**config.mk**
```make
export PLATFORM = sky130hd
export DESIGN_NAME = vec_strip_seq
export DESIGN_NICKNAME = d
export VERILOG_FILES = /design/src/rtl/vec_pkg.sv /design/src/rtl/vec_be_gen.sv /design/src/rtl/vec_strip_seq.sv
export SDC_FILE = /design/constraint.sdc
export NUM_CORES = 1
export LEC_CHECK = 0
export ABC_AREA = 1
export CORE_MARGIN = 3
export CORE_UTILIZATION = 42
export DETAILED_ROUTE_END_ITERATION = 10
export HOLD_SLACK_MARGIN = 0.1
export PLACE_DENSITY_LB_ADDON = 0.3
export REMOVE_ABC_BUFFERS = 1
export SLEW_MARGIN = 20
export SYNTH_ARGS = -nofsm -noshare
export SYNTH_HDL_FRONTEND = slang
export SYNTH_SLANG_ARGS = --single-unit
```
**constraint.sdc**
```tcl
create_clock -name clk -period 2.7 [get_ports clk]
set_clock_uncertainty 0.05 [all_clocks]
set_input_delay 0.81 -clock clk [delete_from_list [all_inputs] [get_ports clk]]
set_output_delay 0.81 -clock clk [all_outputs]
set_load 0.005 [all_outputs]
```
**src/rtl/vec_pkg.sv**
```systemverilog
// Shared types and geometry helpers for the vector strip-mining sequencer.
package vec_pkg;

  typedef enum logic [1:0] {
    SEW8  = 2'b00,
    SEW16 = 2'b01,
    SEW32 = 2'b10,
    SEW64 = 2'b11
  } sew_e;

  typedef enum logic [0:0] {
    IDLE = 1'b0,
    RUN  = 1'b1
  } seq_state_e;

  function automatic int unsigned bpb(input int unsigned data_width);
    return data_width / 8;
  endfunction

  function automatic int unsigned beats_per_reg(input int unsigned vlen, input int unsigned data_width);
    return vlen / data_width;
  endfunction

  function automatic int unsigned vaddr_bits(input int unsigned vlen, input int unsigned data_width);
    return 5 + $clog2(vlen / data_width);
  endfunction

endpackage

```
**src/rtl/vec_be_gen.sv**
```systemverilog
// Last-beat byte-enable mask: low `rem` bytes set, or a full beat when rem is zero.
module vec_be_gen #(
  parameter  int unsigned BPB   = 8,
  localparam int unsigned REM_W = $clog2(BPB)
) (
  input  logic [REM_W-1:0] rem,
  output logic [BPB-1:0]   be_c
);

  always_comb begin
    be_c = '0;
    for (int i = 0; i < int'(BPB); i++) begin
      be_c[i] = (rem == '0) || (i < int'(rem));
    end
  end

endmodule

```
**src/rtl/vec_strip_seq.sv**
```systemverilog
// Splits one vector op into DATA_WIDTH-wide register-file beats with ready/valid backpressure.
// Optional perf counters when VEC_STRIP_SEQ_PERF_EN is defined.
module vec_strip_seq
  import vec_pkg::*;
#(
  parameter  int unsigned VLEN          = 16384,
  parameter  int unsigned DATA_WIDTH    = 64,
  parameter  int unsigned VLEN_B_BITS   = 12,
  localparam int unsigned BPB           = bpb(DATA_WIDTH),
  localparam int unsigned BEATS_PER_REG = beats_per_reg(VLEN, DATA_WIDTH),
  localparam int unsigned VADDR_BITS    = vaddr_bits(VLEN, DATA_WIDTH)
) (
  input  logic                   clk,
  input  logic                   rst_n,
  input  logic                   req_valid,
  output logic                   req_ready,
  input  logic [VLEN_B_BITS-1:0] req_vl,
  input  logic [1:0]             req_sew,
  input  logic                   req_vill,
  input  logic [4:0]             req_vd,
  input  logic [4:0]             req_vs1,
  input  logic [4:0]             req_vs2,
  output logic                   beat_valid,
  input  logic                   beat_ready,
  output logic [VADDR_BITS-1:0]  beat_addr_vd,
  output logic [VADDR_BITS-1:0]  beat_addr_vs1,
  output logic [VADDR_BITS-1:0]  beat_addr_vs2,
  output logic [BPB-1:0]         beat_be,
  output logic                   beat_first,
  output logic                   beat_last,
  output logic                   busy,
  output logic                   done
`ifdef VEC_STRIP_SEQ_PERF_EN
  ,
  output logic [31:0]            perf_beats,
  output logic [31:0]            perf_stalls
`endif
);

  localparam int unsigned BPB_LOG = $clog2(BPB);
  localparam int unsigned BPR_LOG = $clog2(BEATS_PER_REG);
  localparam int unsigned TB_W    = VLEN_B_BITS + 3;
  localparam int unsigned CNT_W   = TB_W + 1 - BPB_LOG;

  seq_state_e state_q, state_d;

  logic [CNT_W-1:0]      cnt_q, cnt_d, nlast_q, nlast_d;
  logic [BPB-1:0]        last_be_q, last_be_d;
  logic                  beat_valid_d, beat_first_d, beat_last_d, done_d;
  logic [VADDR_BITS-1:0] addr_vd_d, addr_vs1_d, addr_vs2_d;
  logic [BPB-1:0]        beat_be_d;

  sew_e             sew;
  logic             accept, zero_len, fire, last_next;
  logic [TB_W-1:0]  total_bytes;
  logic [TB_W:0]    round_up;
  logic [CNT_W-1:0] nbeats_m1, cnt_inc;
  logic [BPB-1:0]   last_mask_c;

  assign sew         = sew_e'(req_sew);
  assign accept      = req_valid & req_ready;
  assign zero_len    = req_vill | (req_vl == '0);
  assign fire        = beat_valid & beat_ready;
  assign total_bytes = TB_W'(req_vl) << sew;
  assign round_up    = {1'b0, total_bytes} + (TB_W + 1)'(BPB - 1);
  assign nbeats_m1   = CNT_W'(round_up >> BPB_LOG) - CNT_W'(1);
  assign cnt_inc     = cnt_q + CNT_W'(1);
  assign last_next   = (cnt_inc == nlast_q);

  vec_be_gen #(.BPB(BPB)) u_be_gen (
    .rem  (total_bytes[BPB_LOG-1:0]),
    .be_c (last_mask_c)
  );

  always_ff @(posedge clk or negedge rst_n) begin
    if (!rst_n) state_q <= IDLE;
    else        state_q <= state_d;
  end

  always_comb begin
    state_d = state_q;
    case (state_q)
      IDLE:    if (accept && !zero_len) state_d = RUN;
      RUN:     if (fire && beat_last)   state_d = IDLE;
      default: state_d = IDLE;
    endcase
  end

  // Next values of the registered beat outputs; hold by default so stalls freeze everything.
  always_comb begin
    cnt_d        = cnt_q;
    nlast_d      = nlast_q;
    last_be_d    = last_be_q;
    beat_valid_d = beat_valid;
    beat_first_d = beat_first;
    beat_last_d  = beat_last;
    beat_be_d    = beat_be;
    addr_vd_d    = beat_addr_vd;
    addr_vs1_d   = beat_addr_vs1;
    addr_vs2_d   = beat_addr_vs2;
    done_d       = 1'b0;
    case (state_q)
      IDLE: begin
        if (accept && zero_len) begin
          done_d = 1'b1;
        end else if (accept) begin
          cnt_d        = '0;
          nlast_d      = nbeats_m1;
          last_be_d    = last_mask_c;
          beat_valid_d = 1'b1;
          beat_first_d = 1'b1;
          beat_last_d  = (nbeats_m1 == '0);
          beat_be_d    = (nbeats_m1 == '0) ? last_mask_c : {BPB{1'b1}};
          addr_vd_d    = VADDR_BITS'(req_vd)  << BPR_LOG;
          addr_vs1_d   = VADDR_BITS'(req_vs1) << BPR_LOG;
          addr_vs2_d   = VADDR_BITS'(req_vs2) << BPR_LOG;
        end
      end
      RUN: begin
        if (fire && beat_last) begin
          beat_valid_d = 1'b0;
          beat_first_d = 1'b0;
          beat_last_d  = 1'b0;
          beat_be_d    = '0;
          done_d       = 1'b1;
        end else if (fire) begin
          cnt_d        = cnt_inc;
          beat_first_d = 1'b0;
          beat_last_d  = last_next;
          beat_be_d    = last_next ? last_be_q : {BPB{1'b1}};
          addr_vd_d    = beat_addr_vd  + VADDR_BITS'(1);
          addr_vs1_d   = beat_addr_vs1 + VADDR_BITS'(1);
          addr_vs2_d   = beat_addr_vs2 + VADDR_BITS'(1);
        end
      end
      default: ;
    endcase
  end

  always_ff @(posedge clk or negedge rst_n) begin
    if (!rst_n) begin
      cnt_q         <= '0;
      nlast_q       <= '0;
      last_be_q     <= '0;
      beat_valid    <= 1'b0;
      beat_first    <= 1'b0;
      beat_last     <= 1'b0;
      beat_be       <= '0;
      beat_addr_vd  <= '0;
      beat_addr_vs1 <= '0;
      beat_addr_vs2 <= '0;
      done          <= 1'b0;
      busy          <= 1'b0;
      req_ready     <= 1'b1;
    end else begin
      cnt_q         <= cnt_d;
      nlast_q       <= nlast_d;
      last_be_q     <= last_be_d;
      beat_valid    <= beat_valid_d;
      beat_first    <= beat_first_d;
      beat_last     <= beat_last_d;
      beat_be       <= beat_be_d;
      beat_addr_vd  <= addr_vd_d;
      beat_addr_vs1 <= addr_vs1_d;
      beat_addr_vs2 <= addr_vs2_d;
      done          <= done_d;
      busy          <= (state_d == RUN);
      req_ready     <= (state_d == IDLE);
    end
  end

`ifdef VEC_STRIP_SEQ_PERF_EN
  // Saturating handshake and stall counters.
  always_ff @(posedge clk or negedge rst_n) begin
    if (!rst_n) begin
      perf_beats  <= '0;
      perf_stalls <= '0;
    end else begin
      if (fire && !(&perf_beats))                      perf_beats  <= perf_beats + 32'd1;
      if (beat_valid && !beat_ready && !(&perf_stalls)) perf_stalls <= perf_stalls + 32'd1;
    end
  end
`endif

endmodule

```
After elaboration in Yosys (flattened, before gate mapping)
Index checks and enable logic that the tools add are counted.
{"block": "word_totals", "reg_bits": 87, "latch_bits": 0, "ramBits": 0, "mem_bits_ro": 0, "in_bits": 34, "wordCells": 103, "memories": 0}
{"block": "classes", "addsub": 6, "multipliers": 0, "div": 0, "n_lt_le_gt_ge": 7, "n_eq_ne": 7, "n_shift": 1, "muxes": 45, "bitwise": 6, "reduce_logical": 18}
{"cell": "13-bit two-way mux", "count": 16}
{"cell": "13-bit case mux with 2 select lines", "count": 4}
{"cell": "13-bit by 1-bit adder with 13-bit output, second input constant", "count": 4}
{"cell": "8-bit two-way mux", "count": 6}
{"cell": "15-bit by 3-bit adder with 16-bit output, second input constant", "count": 1}
{"cell": "8-bit case mux with 2 select lines", "count": 1}
{"cell": "12-bit by 2-bit left shift with 15-bit output", "count": 1}
{"cell": "13-bit == test", "count": 1}
{"cell": "13-bit logical NOT", "count": 1}
{"cell": "1-bit two-way mux", "count": 13}
{"cell": "13-bit by 1-bit subtractor with 13-bit output, second input constant", "count": 1}
{"cell": "12-bit logical NOT", "count": 1}
{"cell": "1-bit case mux with 2 select lines", "count": 5}
{"cell": "3-bit less-than comparator, first input constant", "count": 3}
{"cell": "3-bit AND reduction", "count": 3}
{"cell": "1-bit logical OR", "count": 7}
{"cell": "1-bit by 3-bit less-than comparator with 1-bit output, first input constant", "count": 2}
{"cell": "2-bit by 3-bit less-than comparator with 1-bit output, first input constant", "count": 2}
{"cell": "2-bit != test, second input constant", "count": 3}
{"cell": "2-bit by 1-bit != test with 1-bit output, second input constant", "count": 2}
{"cell": "4-bit AND reduction", "count": 1}
{"cell": "1-bit logical AND", "count": 3}
{"cell": "3-bit logical NOT", "count": 1}
{"cell": "3-bit by 1-bit != test with 1-bit output, second input constant", "count": 1}
{"cell": "other kinds (4)", "count": 7}

Depth between registers and ports, before layout
{"block": "logic_depth", "word_depth": 8, "depth_mapped": 23}

Cells and area by module
A second synthesis with hierarchy kept.
{"block": "hier_totals", "cells_unflattened": 856, "hier_area_um2": 6009.5}
{"module": "vec_strip_seq", "n_inst": 1, "cells_per_inst": 837, "area_each_um2": 5925.7, "seq_area_each_um2": 2178.3}
{"module": "vec_be_gen", "n_inst": 1, "cells_per_inst": 19, "area_each_um2": 83.8, "seq_area_each_um2": 0.0}

Worst setup path after synthesis
Ideal clock, no wire load.
{"block": "synth_timing", "path_kind": "input to register", "from": "input req_sew[0]", "to": "register beat_be[1]", "setup_ns": 0.122, "t_arrival_ns": 2.711, "t_required_ns": 2.528, "path_slack_ns": -0.184, "cell_stages": 22, "path_cell_list": "inv_2 buf_6 nand2_1 nand2_1 nand2_1 nand2_1 nand2_4 nand2_2 nand2_1 nand2_1 ha_1 nand2_1 nor2_1 nand2_1 nor2_1 nand2_1 nand2_1 nand2_1 nor2_2 nand3_1 nand2_1 a21oi_1"}
{"block": "synth_between", "elab_chain_cells": 8}
{"element": "start: declaration", "line_no": "vec_strip_seq.sv:18", "source": "input logic [1:0] req_sew,"}
{"element": "12-bit by 2-bit left shift with 15-bit output (*)", "line_no": "vec_strip_seq.sv:64", "source": "assign total_bytes = TB_W'(req_vl) << sew;"}
{"element": "15-bit by 3-bit adder with 16-bit output", "line_no": "vec_strip_seq.sv:65", "source": "assign round_up = {1'b0, total_bytes} + (TB_W + 1)'(BPB - 1);"}
{"element": "13-bit by 1-bit subtractor with 13-bit output", "line_no": "vec_strip_seq.sv:66", "source": "assign nbeats_m1 = CNT_W'(round_up >> BPB_LOG) - CNT_W'(1);"}
{"element": "13-bit logical NOT", "line_no": "vec_strip_seq.sv:113", "source": "beat_be_d = (nbeats_m1 == '0) ? last_mask_c : {BPB{1'b1}};"}
{"element": "8-bit two-way mux (*)", "line_no": "vec_strip_seq.sv:113"}
{"element": "8-bit two-way mux (*)", "line_no": "vec_strip_seq.sv:106", "source": "end else if (accept) begin"}
{"element": "8-bit two-way mux (*)", "line_no": "vec_strip_seq.sv:104", "source": "if (accept && zero_len) begin"}
{"element": "8-bit case mux with 2 select lines (*)", "line_no": "vec_strip_seq.sv:102", "source": "case (state_q)"}
{"element": "end signal: assignment", "line_no": "vec_strip_seq.sv:162", "source": "beat_be <= beat_be_d;"}
{"element": "end: declaration", "line_no": "vec_strip_seq.sv:28", "source": "output logic [BPB-1:0] beat_be,"}
Mark *: on every way between the ends. The rest lies on a longest branch, timed or not. The select of a mux whose other input is x is not followed.
A chain may end at the register's enable or synchronous reset.

Worst setup path after layout
{"block": "layout_timing", "from": "input req_sew[0]", "to": "register beat_be[5]"}
The elaborated chain is that of the path after synthesis.

==> results.txt <==
RePlAce Congestion -> 0.9743
# rows -> 43
Root Driver -> clkbuf_16
initial antenna violation count -> 0
DRT Pass-1 Iters -> 5
clk sinks -> 87
largest net degree at the start of global routing -> 58
number of global-route vias before repair -> 6620
GRT Residual Overflow -> 0
fillcell total -> 1010
worst path arrival time -> 3.17 ns
Clk Latency, worst-skew pair -> 0.35 ns
mapped cell area -> 6005 um2
Final Setup Violations -> 82
Crit Reg-Reg Startpoint -> beat_addr_vs1[2]
dpl hpwl -> 11.80 mm
Die Span X -> 125.6 um
Yosys warnings -> 0
Seq/Total Area, Yosys -> 36.28%
period utilisation layout -> 110.5%
Synth Flop Type -> dfrtp_1
I/O Pins -> 87
Register-to-Register Setup Slack -> 0.08 ns
final worst path period need -> 2.984 ns
Final ANT Viol Nets -> 0
Max Cap Viol -> 0
XOR/XNOR Fraction of Synth Area -> 4.313%
Achievable Freq -> 335.1 MHz
total CTS buffers -> 9
Synth Area in Compound Gates -> 11.31%
GRT Util Overall -> 23.31%
Vias -> 7116
largest area contributor in the netlist -> dfrtp_1
clock buffer depth -> 2
total core area -> 13930 um2
Final Hold Fails -> 0
Die ar. -> 15770 um2
total power -> 7788 uW
Mapped Cells -> 880
top post-synthesis cells by area -> dfrtp_1 (36%), nand2_1 (18%), nand3_1 (7.7%)
routed wire length -> 21.78 mm
Setup WS post-layout -> -0.2841 ns
Iter 0 DRT Violations -> 571
Worst Path Max Fanout -> 8
end point of the critical path -> beat_be[5]
CP Capture Type -> register
reg2reg end -> beat_addr_vs1[11]
Port-buffer cells -> 86
placed inst area -> 7714 um2
RSZ-0062 raised after global routing -> true
first-pass GRT wire length -> 30.66 mm
PwrDens -> 795.9 nW/um2
count leader, synth -> nand2_1
n_diodes -> 0
commonest cells in the synthesized netlist -> nand2_1 (284), nand3_1 (92), inv_1 (87), dfrtp_1 (86), nor2_1 (76)
CTS tree -> built
EDFF count, synth -> 0
htree depth -> 3
Leakage Power -> 0.004426 uW
CP required -> 2.89 ns
failing checks -> setup timing
layout cells sized above 1 -> 38.54%
Routed WL per cell -> 16.91 um
mux contribution to synthesized area -> 0%
post-synthesis simple-gate area fraction -> 37.80%
worst hold path class -> in -> async
Slew HR -> 48.14%
start point of the critical path -> req_sew[0]
critical path class -> in -> reg
Via density -> 5.525
final design area excluding fillers -> 9786 um2
Chip Height -> 125.6 um
initial core utilization -> 43.09%
status -> complete, but fails checks
Post-Synth Adder-Cell Area -> 1.250%
Max Slew Vio Count -> 0
Synth Register Bits -> 87
syn_area_per_cell -> 6.823 um2
Async S/R FF share, synth -> 100.0%
post-synth top area share -> 35.84%
R2R depth -> 12
Layout area overhead -> 62.97%
Post-Place Worst Slack -> -1.098 ns
final net count -> 1143
synth unique cells -> 40
Slew @ Worst Pin -> 0.7707 ns
CP Launch Type -> input port
Residual DRC -> 0
largest family of logic cells by synthesized area -> simple AND/OR/NAND/NOR gates
clock slew at reported path FFs -> 0.07 ns
worst vdd ir -> 0.3733 mV
## layout make-up
type	count	area [um2]	share of cell area, %
inverters	94	375.4	3.836
flip-flops and latches	87	2178	22.26
repair buffers	239	2436	24.89
clock inverters	4	32.53	0.3324
multi-input cells	670	4285	43.79
well taps	180	225.2	2.301
clock buffers	12	236.5	2.417
repair inverters	2	16.27	0.1662
## logic make-up after synthesis
kind of cell	after synthesis
buffers and inverters	123
xor gates and xnor gates	28
DFF	87
adders and majority gates	6
and+or+nand+nor	525
AOI/OAI and AO/OA	111
## metal layers
layer	share of wire [%]	up-vias	global-route usage [%]
li1	-	3328	-
met3	5.2	94	3.674
met2	52	326	41.82
met1	38	3368	27.13
met5	0	-	0
met4	4.9	0	10.84
## metrics by stage
| stage | util (%) | setup TNS, ns | hold WS (ns) | std cells |
|---|---|---|---|---|
| after floorplan | - | -73.46 | 0.3910 | 851 |
| after global placement | 55.36 | -76.42 | 0.4076 | 1214 |
| after detailed placement | 55.36 | -80.23 | 0.4063 | 1214 |
| after CTS | 64.75 | -0.7865 | 0.3645 | 1275 |
| after global routing | 70.23 | -23.32 | 0.3774 | 1288 |
| final | 70.23 | -14.98 | 0.3570 | 1288 |
## power by group
part / switching, uW / total [uW] / internal (uW)
Sequential: 494 / 2340 / 1840
Clock: 541 / 1170 / 628
Combinational: 2220 / 4280 / 2060
## timing repair
item / 4_1_cts / 5_1_grt
hold buffers: 0 / 0
setup buffers: 39 / 9
cloned: 7 / 5
resized for setup: 210 / 173
pin swaps: 95 / 93
setup endpoints to repair: 87 / 86
## worst max-delay path, stage by stage
cell and delay, ns:
buf_12 0.12, buf_12 0.14, nand2_2 0.08, nand2_2 0.09
nand2_4 0.10, nand2_4 0.08, nand2_8 0.15, nand2_8 0.10
nor2_4 0.17, nand2_1 0.10, nand2_2 0.10, nand2_2 0.08
buf_4 0.16, nor2_4 0.11, nand3b_1 0.09, nand2_2 0.09
nand2_2 0.08, nor2_4 0.14, buf_12 0.14, nand3_2 0.07
nand2_1 0.09, a21oi_2 0.06
## state kept, by name (all words and copies together) (netlist names)
name,flops
beat_addr_vd,13
beat_addr_vs1,13
beat_addr_vs2,13
cnt_q,13
nlast_q,13
beat_be,8
last_be_q,8
beat_first,1
beat_last,1
beat_valid,1
busy,1
done,1
req_ready,1
## cells in the final DEF (no fill, tap or decap), types with 18 or more instances in the layout
| cell type | Yosys | routed |
|---|---|---|
| inv_2 | 7 | 20 |
| nand2_2 | 8 | 76 |
| dfrtp_1 | 86 | 86 |
| xor2_1 | 21 | 20 |
| o21ai_1 | 10 | 18 |
| nor2_4 | 1 | 26 |
| nand2_1 | 284 | 185 |
| nand3_1 | 92 | 56 |
| nand3_2 | 2 | 31 |
| nor2_1 | 76 | 46 |
| nand4_1 | 22 | 22 |
| a21oi_1 | 29 | 19 |
| buf_4 | 3 | 107 |
| clkdlybuf4s50_1 | 0 | 71 |
| inv_1 | 87 | 70 |
| o21ai_0 | 43 | 26 |
| buf_6 | 8 | 23 |
| nand2_4 | 1 | 28 |
## worst min path at each step
stage                                   to  slack [ns]  depth (start not counted)
after floorplan               last_be_q[0]        0.39                          1
final                     beat_addr_vd[10]        0.36                          1
after detailed placement      last_be_q[0]        0.41                          1
after global placement        last_be_q[0]        0.41                          1
after CTS                 beat_addr_vs2[5]        0.36                          1
after global routing      beat_addr_vs2[5]        0.38                          1
Note: power is estimated with default switching activity, not from simulation.
